`src/rtl/fifo_pkg.sv`:
```
// Shared sizing helpers for the parametrised synchronous FIFO.
// Widths are derived from DEPTH so every file sizes counters and pointers identically.
package fifo_pkg;

    // Occupancy must represent 0..depth inclusive, hence depth+1 states.
    function automatic int fifo_cnt_w(input int depth);
        return $clog2(depth + 1);
    endfunction

    function automatic int fifo_ptr_w(input int depth);
        return $clog2(depth);
    endfunction

endpackage

```
`src/rtl/fifo_mem.sv`:
```
// Simple dual-port RAM: one synchronous write port and one synchronous read port.
// The read register is the only resettable state so the array still maps onto block RAM.
module fifo_mem #(
    parameter int WIDTH = 8,
    parameter int DEPTH = 16,
    parameter int AW    = $clog2(DEPTH)
) (
    input  logic             clk,
    input  logic             rst,
    input  logic             wr_en_i,
    input  logic [AW-1:0]    wr_addr_i,
    input  logic [WIDTH-1:0] wr_data_i,
    input  logic             rd_en_i,
    input  logic [AW-1:0]    rd_addr_i,
    output logic [WIDTH-1:0] rd_data_o
);

    logic [WIDTH-1:0] mem_q [DEPTH];
    logic [WIDTH-1:0] rd_data_q;

    always_ff @(posedge clk) begin
        if (wr_en_i) begin
            mem_q[wr_addr_i] <= wr_data_i;
        end
    end

    // Output holds its last word when no read is accepted.
    always_ff @(posedge clk) begin
        if (rst) begin
            rd_data_q <= '0;
        end else if (rd_en_i) begin
            rd_data_q <= mem_q[rd_addr_i];
        end
    end

    assign rd_data_o = rd_data_q;

endmodule

```
`src/rtl/sync_fifo_param.sv`:
```
// Single-clock FIFO with registered read port, occupancy count, threshold flags and
// sticky overflow/underflow. A write at full is accepted only when paired with a read.
module sync_fifo_param
    import fifo_pkg::*;
#(
    parameter int WIDTH    = 8,
    parameter int DEPTH    = 16,
    parameter int AF_LEVEL = 14,
    parameter int AE_LEVEL = 2
) (
    input  logic                          clk,
    input  logic                          rst,
    input  logic                          wr_en,
    input  logic [WIDTH-1:0]              data_in,
    input  logic                          rd_en,
    output logic [WIDTH-1:0]              data_out,
    output logic                          rd_valid,
    output logic                          empty,
    output logic                          full,
    output logic                          almost_empty,
    output logic                          almost_full,
    output logic [fifo_cnt_w(DEPTH)-1:0]  count,
    output logic                          overflow,
    output logic                          underflow
);

    localparam int PTR_W = fifo_ptr_w(DEPTH);
    localparam int CNT_W = fifo_cnt_w(DEPTH);

    generate
        if ((DEPTH < 2) || ((DEPTH & (DEPTH - 1)) != 0)) begin : g_bad_depth
            $error("sync_fifo_param: DEPTH must be a power of two and at least 2");
        end
        if ((AF_LEVEL < 1) || (AF_LEVEL > DEPTH)) begin : g_bad_af
            $error("sync_fifo_param: AF_LEVEL must lie in 1..DEPTH");
        end
        if ((AE_LEVEL < 0) || (AE_LEVEL > DEPTH - 1)) begin : g_bad_ae
            $error("sync_fifo_param: AE_LEVEL must lie in 0..DEPTH-1");
        end
    endgenerate

    logic [PTR_W-1:0] wr_ptr_q, wr_ptr_d;
    logic [PTR_W-1:0] rd_ptr_q, rd_ptr_d;
    logic [CNT_W-1:0] count_q, count_d;
    logic             overflow_q, overflow_d;
    logic             underflow_q, underflow_d;
    logic             rd_valid_q;
    logic             empty_w, full_w;
    logic             rd_acc, wr_acc;

    // Flags depend only on the registered count, never on the request inputs.
    assign empty_w = (count_q == '0);
    assign full_w  = (count_q == CNT_W'(DEPTH));

    always_comb begin
        rd_acc      = rd_en & ~empty_w;
        wr_acc      = wr_en & (~full_w | rd_acc);
        wr_ptr_d    = wr_ptr_q;
        rd_ptr_d    = rd_ptr_q;
        count_d     = count_q;
        overflow_d  = overflow_q | (wr_en & ~wr_acc);
        underflow_d = underflow_q | (rd_en & ~rd_acc);

        if (wr_acc) begin
            wr_ptr_d = wr_ptr_q + PTR_W'(1);
        end
        if (rd_acc) begin
            rd_ptr_d = rd_ptr_q + PTR_W'(1);
        end

        case ({wr_acc, rd_acc})
            2'b10:   count_d = count_q + CNT_W'(1);
            2'b01:   count_d = count_q - CNT_W'(1);
            default: count_d = count_q;
        endcase
    end

    always_ff @(posedge clk) begin
        if (rst) begin
            wr_ptr_q    <= '0;
            rd_ptr_q    <= '0;
            count_q     <= '0;
            overflow_q  <= 1'b0;
            underflow_q <= 1'b0;
            rd_valid_q  <= 1'b0;
        end else begin
            wr_ptr_q    <= wr_ptr_d;
            rd_ptr_q    <= rd_ptr_d;
            count_q     <= count_d;
            overflow_q  <= overflow_d;
            underflow_q <= underflow_d;
            rd_valid_q  <= rd_acc;
        end
    end

    // Writes during reset are suppressed so a reset mid-operation leaves no stray state.
    fifo_mem #(
        .WIDTH (WIDTH),
        .DEPTH (DEPTH),
        .AW    (PTR_W)
    ) u_mem (
        .clk       (clk),
        .rst       (rst),
        .wr_en_i   (wr_acc & ~rst),
        .wr_addr_i (wr_ptr_q),
        .wr_data_i (data_in),
        .rd_en_i   (rd_acc),
        .rd_addr_i (rd_ptr_q),
        .rd_data_o (data_out)
    );

    assign rd_valid     = rd_valid_q;
    assign empty        = empty_w;
    assign full         = full_w;
    assign almost_empty = (count_q <= CNT_W'(AE_LEVEL));
    assign almost_full  = (count_q >= CNT_W'(AF_LEVEL));
    assign count        = count_q;
    assign overflow     = overflow_q;
    assign underflow    = underflow_q;

endmodule

```
`config.mk`:
```
export PLATFORM = sky130hd
export DESIGN_NAME = sync_fifo_param
export DESIGN_NICKNAME = d
export VERILOG_FILES = /design/src/rtl/fifo_pkg.sv /design/src/rtl/fifo_mem.sv /design/src/rtl/sync_fifo_param.sv
export SDC_FILE = /design/constraint.sdc
export NUM_CORES = 1
export LEC_CHECK = 0
export ABC_AREA = 1
export CAP_MARGIN = 20
export CORE_ASPECT_RATIO = 0.75
export CORE_MARGIN = 5
export CORE_UTILIZATION = 54
export CTS_BUF_LIST = sky130_fd_sc_hd__clkbuf_16
export CTS_CLUSTER_DIAMETER = 200
export DETAILED_ROUTE_END_ITERATION = 8
export GPL_TIMING_DRIVEN = 1
export PLACE_DENSITY = 0.75
export SETUP_SLACK_MARGIN = 0.1
export SYNTH_ARGS = -nofsm -noshare
export SYNTH_HDL_FRONTEND = slang
export SYNTH_SLANG_ARGS = --single-unit
export TNS_END_PERCENT = 30
```
`constraint.sdc`:
```
create_clock -name clk -period 1.8 [get_ports clk]
set_input_delay 0.18 -clock clk [delete_from_list [all_inputs] [get_ports clk]]
set_output_delay 0.18 -clock clk [all_outputs]
set_load 0.1 [all_outputs]
```
After elaboration in Yosys (flattened, before gate mapping). Memory sizes are Yosys's and may differ from the RTL's. A register that Yosys moved wholly into a read port is not among the register bits. Cells that the tools add are included.

Register bits: 16. Bits in writable memories: 128. Input port bits: 12. Output and inout port bits: 20. Logic and storage cells: 34. Memories kept: 1.

$add $sub $neg: 4. Magnitude comparators: 2. Equality and inequality tests: 3. Mux-type cells: 3. Bitwise operators: 13. Reduce and logical (&&, ||, !) cells: 2.

Memory list: u_mem.mem_q (depth 16, bits a word 8, read ports 1, clocked after memory_dff 1, write ports 1, RTL line fifo_mem.sv:18) `logic [WIDTH-1:0] mem_q [DEPTH];`.

Operator list (number): 5-bit case mux with 2 select lines (1); 4-bit by 1-bit adder with 4-bit output, second input constant (2); 5-bit by 1-bit adder with 5-bit output, second input constant (1); 1-bit AND (5); 5-bit equality test, second input constant (1); 5-bit by 4-bit >= comparator with 1-bit output, second input constant (1); 5-bit by 2-bit <= comparator with 1-bit output, second input constant (1); 5-bit zero test (1); 1-bit inverter (5); 5-bit by 1-bit subtractor with 5-bit output, second input constant (1); 1-bit bitwise OR (3); 2-bit by 1-bit equality test with 1-bit output, second input constant (1); 2-bit equality test, second input constant (1); 1-bit two-way mux (2); 2-bit nonzero test (1).

Depth between registers and ports, before layout.
Depth after elaboration: 8. Gate-level depth with buffers: 15. Mapped depth without buffers: 15.

Cells and area by module. A second synthesis with hierarchy kept.

Cells, all modules: 611. Area, all modules: 6473.7 sq um.

Modules (own cells, without submodules): fifo_mem (times used 1, cells each 490, area each 5577.8 sq um, sequential area each 4003.8 sq um); sync_fifo_param (times used 1, cells each 121, area each 895.9 sq um, sequential area each 320.3 sq um).

Worst setup path before layout. No wires, ideal clock.

Kind: register -> output. From: reg count_q[2], in the netlist count[2]. To: out almost_empty. Arrival time: 2.466 ns. Required time: 1.620 ns. Path slack: -0.846 ns. Stages on the path, launching flop included: 4. Path buffers: 0. Cells stage by stage: dfxtp_1 nor2_4 nand2_1 a21oi_1.

Longest elaborated chain between the ends: 1.

Ends and longest elaborated chain: start: declaration (RTL line sync_fifo_param.sv:44) `logic [CNT_W-1:0] count_q, count_d;`; start signal: assignment (RTL line sync_fifo_param.sv:89) `count_q <= count_d;`; 5-bit by 2-bit <= comparator with 1-bit output (RTL line sync_fifo_param.sv:115) `assign almost_empty = (count_q <= CNT_W'(AE_LEVEL));`; end: declaration (RTL line sync_fifo_param.sv:20) `output logic almost_empty,`.

Every way passes these cells.

Worst setup path in the final report.
From: reg count_q[1], in the netlist count[1]. To: reg count_q[4], in the netlist count[4].

Longest elaborated chain between the ends: 7. Elaborated cells between the ends (all ways): 13. Those cells by class: 2 x add/sub; 3 x eq/ne; 1 x mux; 5 x bitwise; 2 x reduce/logical.

Ends and longest elaborated chain: 5-bit zero test (RTL line sync_fifo_param.sv:52) `assign empty_w = (count_q == '0);`; 1-bit inverter (RTL line sync_fifo_param.sv:56) `rd_acc = rd_en & ~empty_w;`; 1-bit AND (RTL line sync_fifo_param.sv:56); 1-bit bitwise OR (RTL line sync_fifo_param.sv:57) `wr_acc = wr_en & (~full_w | rd_acc);`; 1-bit AND (RTL line sync_fifo_param.sv:57); 2-bit by 1-bit equality test with 1-bit output or 2-bit equality test (tied branches) (RTL line sync_fifo_param.sv:71) `case ({wr_acc, rd_acc})`; 5-bit case mux with 2 select lines or 2-bit nonzero test (tied branches).

Parallel ways exist; a longest one is shown, timed or not. A chain may end at the register's enable or synchronous reset.

==> summary.md <==
| Metric | Value |
|---|---|
| Status | complete, but fails checks |
| Failing checks | negative setup slack |
| Hold EP | underflow |
| Clock latency on the worst-skew pair | 0.42 ns |
| Critical Path Source Type | register |
| Net load switching power | 0.00426 W |
| Combinational power share | 35.0% |
| Die X | 138 um |
| Via Count | 4901 |
| TritonCTS Buffers | 17 |
| Antenna cell count | 0 |
| Register area | 4340 um^2 |
| Worst Setup Slack, final | -0.0924 ns |
| CP max stage cell | dfxtp_4 |
| GRT overflow | 0 |
| Core Region | 12200 um^2 |
| Worst reg2reg startpoint | count[1] |
| # DRC | 0 |
| Final nets | 763 |
| Area growth, synth to finish | 21.8% |
| Worst-case reg-to-reg path depth | 15 |
| Most common cell on crit path | nand2_1 |
| First-pass GRT wire length | 25200 um |
| Wire length per cell | 17.5 um |
| Slew Viols, Final | 0 |
| Fin crit share | 105% |
| Power Density | 1400 nW/um^2 |
| Synth Register Bits | 152 |
| Share of cells above drive strength 1 | 18.3% |
| Leading cell types in the layout, fill and taps excluded | nand2_1 (184), edfxtp_1 (128), nand3_1 (97) |
| Hold-fix buffers at CTS | 0 |
| Die Span Y | 106 um |
| Post-Synthesis Cells | 673 |
| RSZ-0062 raised after global routing | true |
| Clk_skew | 0.00982 ns |
| H-tree levels | 4 |
| Capturing point of the worst reg2reg path | count[4] |
| Syn nets | 694 |
| Int Pwr | 0.00710 W |
| Worst-Margin Slew | 0.538 ns |
| Critical path required time | 2.11 ns |
| Count of input and output buffers | 31 |
| Crit path buffers/inverters | 2 |
| Mean post-synth cell area | 9.91 um^2 |
| Crit path kind | reg2reg |
| 1st-iter DRT viols | 605 |
| CP Capture Type | register |
| Setup total negative slack | -0.132 ns |
| Max_cap viols | 0 |
| Setup-failing EPs final | 2 |
| Bufs on Longest Clock Path | 2 |
| Pin count of the biggest net entering global routing | 67 |
| Register area share after synthesis | 64.8% |
| Clock Power Share | 28.9% |
| Clk slew on worst S/H paths | 0.06 ns |
| Row count | 35 |
| Vias per inst | 5.32 |
| Switching share of power | 37.5% |
| HPWL Detailed | 10200 um |
| Leak Pwr | 3.48 nW |
| CP max FO | 4 |
| Clk sink count | 152 |
| # IOs | 32 |
| Final Critical Period | 1.89 ns |
| First-pass iteration count of the detailed router | 5 |
| Area taken by multi-input logic gates | 1970 um^2 |
| TritonCTS clock tree | done |
| GPL Wtd Cong | 0.878 |
| Synth warn | 0 |
| Cell family with most CP delay | simple AND/OR/NAND/NOR gates |
| Final design utilization | 66.8% |
| Worst VDD drop | 0.877 mV |
| Post-synthesis cell type count | 24 |
| Hold WC Path Type | reg2reg |
| Reg2Reg Setup Slack | -0.09 ns |
| CP arrival | 2.20 ns |
| Mapped Area | 6670 um^2 |
| Die ar. | 14700 um^2 |
| Slew headroom | 63.9% |
| Layout fillers | 915 |
| Largest stage delay, worst path | 0.35 ns |
| Commonest non-fill, non-tap cell in the layout | nand2_1 |
| All-layer global routing usage | 22.5% |
| Min-delay src | underflow |
| Final hold vios | 0 |
| Root Buffer | clkbuf_16 |
| Critical-path cell list | nor2_4 -> nand3_4 -> nand2_4 -> inv_4 -> nand2_4 -> inv_6 -> fa_2 -> nand2_1 -> nand2_1 -> a21oi_2 -> nand2_1 -> nand2_1 -> nand3_1 -> nand2_1 -> nor2_1 |
| Final wirelength | 16200 um |
| Sequential power share | 36.2% |
| Highest Clock Rate | 528 MHz |
| Vias in the first global route | 4808 |
| Initial antenna violation count | 0 |
| Initial core utilization | 54.8% |
| Hold Crit Depth | 2 |
| Post-route ant nets | 0 |
## metal layers
metal | track usage, % | part of all wire (%) | vias to the layer above
li1 | - | - | 2332
met1 | 29.5 | 40 | 2298
met2 | 35.6 | 47 | 239
met3 | 7.51 | 11 | 32
met4 | 7.76 | 2.0 | 0
met5 | 0 | 0 | -
## power by group through the flow
stage | logic, W | clock network [W] | registers (W)
after floorplan | 0.00191 | 0 | 0.00500
after global placement | 0.00370 | 0 | 0.00417
after detailed placement | 0.00377 | 0 | 0.00418
after CTS | 0.00391 | 0.00330 | 0.00411
after global routing | 0.00425 | 0.00349 | 0.00413
final | 0.00397 | 0.00328 | 0.00411
## stage by stage
| stage | instance area [um^2] | setup slack, ns | hold slack (ns) | cells | power, W |
|---|---|---|---|---|---|
| after floorplan | 6750 | -0.131 | 0.279 | 673 | 0.00690 |
| after global placement | 7440 | -0.111 | 0.476 | 885 | 0.00787 |
| after detailed placement | 7440 | -0.140 | 0.465 | 885 | 0.00795 |
| after CTS | 8080 | -0.0655 | 0.482 | 920 | 0.0113 |
| after global routing | 8130 | -0.224 | 0.501 | 921 | 0.0119 |
| final | 8130 | -0.0924 | 0.484 | 921 | 0.0114 |
## area by class of cell
type / count / area share (%)
well taps: 166 / 2.56
inverters: 91 / 4.29
clock inverters: 13 / 0.908
clock buffers: 19 / 5.85
multi-input cells: 401 / 24.2
repair buffers: 79 / 8.76
flip-flops and latches: 152 / 53.4
## worst max-delay path by stage
| stage | from | endpoint | slack [ns] | cells after the start |
|---|---|---|---|---|
| 6_report | count[1] | count[4] | -0.09 | 15 |
| 5_1_grt | count[1] | count[4] | -0.22 | 15 |
| 4_1_cts | count[1] | count[4] | -0.07 | 15 |
| 3_5_place_dp | rd_en | count[4] | -0.14 | 14 |
| 3_3_place_gp | rd_en | count[4] | -0.11 | 14 |
| 2_1_floorplan | count[1] | count[4] | -0.13 | 15 |
## cell families (layout without fill, tap and decap cells)
group / count (synthesis) / in the layout / share of synthesized area [%]
AOI/OAI and AO/OA: 29 / 29 / 2.27
xor gates and xnor gates: 3 / 3 / 0.394
adders and majority gates: 9 / 9 / 1.80
buffers and inverters: 120 / 202 / 8.05
DFF: 152 / 152 / 64.8
and+or+nand+nor: 360 / 360 / 22.7
## registers in the layout, indices dropped and copies added, names as in the netlist
name,count
wr_ptr_q,4
rd_valid,1
u_mem.rd_data_o,8
overflow,1
u_mem.mem_q,128
rd_ptr_q,4
count,5
underflow,1
## cell usage after synthesis (all sizes together)
master | instances | area (um^2)
nor2 | 67 | 272
o21bai | 1 | 7.51
buf | 23 | 173
a21oi | 11 | 55.1
xor2 | 3 | 26.3
ha | 8 | 100
inv | 89 | 334
nand3 | 103 | 521
edfxtp | 128 | 3840
fa | 1 | 20.0
nand2 | 190 | 721
dfxtp | 24 | 480
o21ai | 17 | 88.8
clkbuf | 6 | 22.5
clkinv | 2 | 7.51
## worst reg2reg max path, stage by stage, from the launching register on
cell     delay [ns]
dfxtp_4        0.35
nor2_4         0.15
nand3_4        0.11
nand2_4        0.09
inv_4          0.04
nand2_4        0.07
inv_6          0.05
fa_2           0.34
nand2_1        0.07
nand2_1        0.06
a21oi_2        0.14
nand2_1        0.06
nand2_1        0.08
nand3_1        0.07
nand2_1        0.06
nor2_1         0.03
## what timing repair did
| action | in CTS | in global routing |
|---|---|---|
| buffers inserted | 3 | 3 |
| resized for setup | 12 | 10 |
| endpoints found under the setup margin | 24 | 134 |
| pin swaps | 4 | 9 |
(Power assumes the default switching activity.)
